==> src/rtl/par_link_tx.sv <==
// par_link_tx: four-phase parallel link transmitter draining an upstream FIFO with parity, timeout and transfer count
module par_link_tx #(
  parameter int DATA_W = 16,
  parameter int TIMEOUT = 1023
) (
  input  logic              clk,
  input  logic              reset,
  input  logic [DATA_W-1:0] fifo_data,
  input  logic              fifo_empty,
  output logic              fifo_rd_en,
  input  logic              link_ack,
  output logic [DATA_W-1:0] link_data,
  output logic              link_parity,
  output logic              link_req,
  output logic              busy,
  output logic              timeout_err,
  output logic [15:0]       word_count
);
  localparam int CW = $clog2(TIMEOUT + 1);
  typedef enum logic [2:0] {IDLE, POP, LOAD, REQ_HI, REQ_LO} state_t;
  state_t state, state_n;
  logic ack_m, ack_s, waiting, expired, abort, done;
  logic [CW-1:0] wait_cnt;
  assign waiting = (state == REQ_HI && !ack_s) || (state == REQ_LO && ack_s);
  assign expired = wait_cnt == CW'(TIMEOUT);
  assign abort = waiting && expired;
  assign done = state == REQ_LO && !ack_s;
  always_ff @(posedge clk) begin
    if (reset) begin
      ack_m <= 1'b0;
      ack_s <= 1'b0;
    end else begin
      ack_m <= link_ack;
      ack_s <= ack_m;
    end
  end
  always_ff @(posedge clk) state <= reset ? IDLE : state_n;
  always_comb begin
    state_n = state;
    case (state)
      IDLE:    state_n = fifo_rd_en ? POP : IDLE;
      POP:     state_n = LOAD;
      LOAD:    state_n = REQ_HI;
      REQ_HI:  state_n = ack_s ? REQ_LO : (expired ? IDLE : REQ_HI);
      REQ_LO:  state_n = (done || expired) ? IDLE : REQ_LO;
      default: state_n = IDLE;
    endcase
  end
  always_comb begin
    fifo_rd_en = !reset && state == IDLE && !fifo_empty && !ack_s;
    busy = state != IDLE;
  end
  always_ff @(posedge clk) begin
    if (reset) begin
      link_req <= 1'b0;
      wait_cnt <= '0;
      timeout_err <= 1'b0;
      word_count <= '0;
      link_data <= '0;
      link_parity <= 1'b0;
    end else begin
      link_req <= state_n == REQ_HI;
      wait_cnt <= (waiting && state_n == state) ? wait_cnt + CW'(1) : '0;
      if (abort) timeout_err <= 1'b1;
      if (done) word_count <= word_count + 16'd1;
      if (state == LOAD) begin
        link_data <= fifo_data;
        link_parity <= ^fifo_data;
      end
    end
  end
endmodule

==> config.mk <==
export PLATFORM = sky130hd
export DESIGN_NAME = par_link_tx
export DESIGN_NICKNAME = d
export VERILOG_FILES = /design/src/rtl/par_link_tx.sv
export SDC_FILE = /design/constraint.sdc
export NUM_CORES = 1
export LEC_CHECK = 0
export CORE_ASPECT_RATIO = 1.4
export CORE_MARGIN = 4
export CORE_UTILIZATION = 48
export DETAILED_ROUTE_END_ITERATION = 10
export PLACE_DENSITY = 0.79
export SYNTH_ARGS = -nofsm -noshare
export SYNTH_HDL_FRONTEND = slang
export SYNTH_SLANG_ARGS = --single-unit
==> constraint.sdc <==
create_clock -name clk -period 1.8 [get_ports clk]
set_input_delay 0.18 -clock clk [delete_from_list [all_inputs] [get_ports clk]]
set_output_delay 0.18 -clock clk [all_outputs]
set_load 0.03 [all_outputs]
==> impl_metrics.tcl <==
set metrics [dict create \
    status "finished clean" \
    synth_mux_area_share_pct 0.456 \
    hold_viol 0 \
    holdWs_ns 0.436 \
    rr_startpoint "wait_cnt[0]$_SDFF_PP0_" \
    die_x_um 65.2 \
    final_cell_mix "clkdlybuf4s50_1, dfxtp_1, nand2_1, nor2_1, xnor2_1" \
    finalCriticalPeriod_ns 1.66 \
    min_to "ack_m$_SDFF_PP0_" \
    yosysUniqueCellTypes 39 \
    async_flop_share_pct 0 \
    grt_pass1_wl_um 8050 \
    rsz0062_at_grt "false" \
    htreeDepth 2 \
    numCtsBuffers 5 \
    grt_overflow 0 \
    grt_use_total_pct 17.7 \
    final_nets 334 \
    holdBufCountCts 0 \
    clk_pin_slew_worst_paths_ns 0.09 \
    ios 57 \
    tightest_slew_ns 0.371 \
    gp_congestion 0.823 \
    finalPower_mw 2.16 \
    clock_power_share_pct 30.8 \
    power.internal_mw 1.61 \
    hp-class "in -> reg" \
    p_leak_nw 1.03 \
    yosys.area_share.simple_pct 27.2 \
    cp_max_fo 10 \
    cts_setup_buffers 0 \
    viasPerCell 5.01 \
    cts.sinks 50 \
    syn2layout_area_growth_pct 34.7 \
    insertion_delay_ns 0.30 \
    cts-root-buf "clkbuf_8" \
    synth_area_mm2 0.00220 \
    dieHeight_um 88.1 \
    layout_commonest_cell "clkdlybuf4s50_1" \
    finalCritPeriodShare_pct 92.3 \
    synth_top_family_by_area "simple AND/OR/NAND/NOR gates" \
    required_ns 1.62 \
    die_area_mm2 0.00574 \
    dpl.hpwl_um 3450 \
    core-area_mm2 0.00434 \
    combPwrFrac_pct 15.5 \
    seq_power_share_pct 53.7 \
    slew_headroom_pct 75.1 \
    synthAdderAreaFrac_pct 1.14 \
    dr.pass1.iters 4 \
    worst-endpoint-arrival_ns 1.48 \
    synth_compound_area_share_pct 8.66 \
    antenna_cells 0 \
    synthFlopType "dfxtp_1" \
    fmax_ghz 0.602 \
    initial_core_util_pct 50.6 \
    clock_skew_ns 0.00918 \
    grt_max_degree 36 \
    powerDensity_mw_per_mm2 730 \
    critPathKind "reg -> out" \
    netlist_instances 251 \
    final_antenna_net_count 0 \
    routed_wl_um 4670 \
    io_buffers 56 \
    power.switching_mw 0.557 \
    reg2reg_setup_slack_ns 0.17 \
    hold_depth 2 \
    drive_gt1_share_pct 9.90 \
    wl_per_cell_um 12.5 \
    num_vias 1868 \
    finalSetupViolCount 0 \
    yosysSeqAreaShare_pct 45.6 \
    num_rows 28 \
    peakVddDrop_v 0.000587 \
    synth_fp_nets 273 \
    grt_pass1_vias 1828 \
    fin_util_pct 68.1 \
    cts_tree "yes" \
    ys_ff_latch 50 \
    r2r_cells 6 \
    crit_path_end_kind "primary output" \
    reg2reg_to "wait_cnt[9]$_SDFF_PP0_" \
    maxSlewViolCount 0 \
    antenna_found_initial 0 \
    setup_tns_ns 0 \
    dr.first_iter.drc_count 71 \
    syn_area_per_cell_um2 8.75 \
    synth-edff-count 0 \
    drv_cap 0 \
    min-delay-start "link_ack" \
    synth_xor_area_share_pct 14.0 \
    yosys_warnings 0 \
    post-route-drc-count 0 \
    swShare_pct 25.7 \
    critPathLaunchType "flip-flop" \
    cts.path.max_buffers 2 \
]
[Yosys cell counts, types with 3 or more instances]
| cell | instances | area share, % |
|---|---|---|
| and3_1 | 3 | 0.85 |
| or3_1 | 4 | 1.1 |
| nand2_1 | 40 | 6.8 |
| clkbuf_1 | 8 | 1.4 |
| nand3_1 | 10 | 2.3 |
| nand4_1 | 3 | 0.85 |
| nor2_1 | 32 | 5.5 |
| a21oi_1 | 20 | 4.6 |
| xnor2_1 | 22 | 8.8 |
| a21o_1 | 3 | 1.0 |
| xor2_1 | 13 | 5.2 |
| o21ai_0 | 4 | 0.91 |
| nor3_1 | 4 | 0.91 |
| inv_1 | 4 | 0.68 |
| dfxtp_1 | 50 | 46 |
[metrics by stage]
| stage | worst slack (ns) | instances | area, µm² |
|---|---|---|---|
| after floorplan | 0.0557 | 251 | 2200 |
| after global placement | 0.179 | 365 | 2850 |
| after detailed placement | 0.0729 | 365 | 2850 |
| after CTS | 0.0386 | 373 | 2950 |
| after global routing | 0.0154 | 373 | 2960 |
| final | 0.139 | 373 | 2960 |
[power by group through the flow]
stage	Clock, mW	Sequential [mW]	Combinational [mW]
2_1_floorplan	0	1.22	0.174
3_3_place_gp	0	1.18	0.337
3_5_place_dp	0	1.19	0.339
4_1_cts	0.689	1.16	0.339
5_1_grt	0.737	1.17	0.360
6_report	0.667	1.16	0.334
[worst max path at each step]
| stage | start | end | slack, ns | cells after the start |
|---|---|---|---|---|
| finish | state[1]$_SDFF_PP0_ | fifo_rd_en | 0.14 | 3 |
| CTS | state[2]$_SDFF_PP0_ | wait_cnt[9]$_SDFF_PP0_ | 0.04 | 5 |
| floorplan | word_count[0]$_SDFFE_PP0P_ | word_count[12]$_SDFFE_PP0P_ | 0.06 | 6 |
| global route | wait_cnt[0]$_SDFF_PP0_ | wait_cnt[9]$_SDFF_PP0_ | 0.02 | 6 |
| global placement | state[2]$_SDFF_PP0_ | word_count[15]$_SDFFE_PP0P_ | 0.18 | 5 |
| detailed placement | state[2]$_SDFF_PP0_ | wait_cnt[9]$_SDFF_PP0_ | 0.07 | 5 |
[critical path, cell delays in order (launching register included)]
cell and delay [ns]:
dfxtp_2 0.38, or2_1 0.30, nor4b_2 0.28, buf_4 0.22
[flip-flops by register name (all words and copies together) (netlist names), 3 cells and up]
signal	cells
state	3
wait_cnt	10
link_data	16
word_count	16
[layout make-up]
class / instances / area, µm²
clock buffer: 6 / 82.6
sequential: 50 / 1000
tap: 60 / 75.1
multi-input combinational: 186 / 1150
timing repair buffer: 65 / 624
fill: 387 / 1380
clock inverter: 2 / 12.5
inverter: 4 / 15.0
[cell families (layout without fill, tap and decap cells)]
family,after synthesis,after routing
AND/OR/NAND/NOR,115,115
buffers and inverters,15,77
flip-flops,50,50
AO/OA/AOI/OAI,33,33
adder cells (fa/ha/maj),2,2
multiplexers,1,1
XOR/XNOR,35,35
[layer usage]
| layer | track usage [%] | vias to the layer above | wire, µm |
|---|---|---|---|
| met5 | 0 | - | 0 |
| met4 | 5.66 | 0 | 62 |
| met3 | 5.13 | 5 | 307 |
| met2 | 31.1 | 59 | 2320 |
| met1 | 20.6 | 846 | 1980 |
| li1 | - | 958 | - |
[timing repair]
action                     in CTS  in global routing
gates resized for setup         1                  5
pin swaps                       0                  0
setup endpoints to repair       1                 12
No activity file was read; power rests on OpenSTA's default activity.
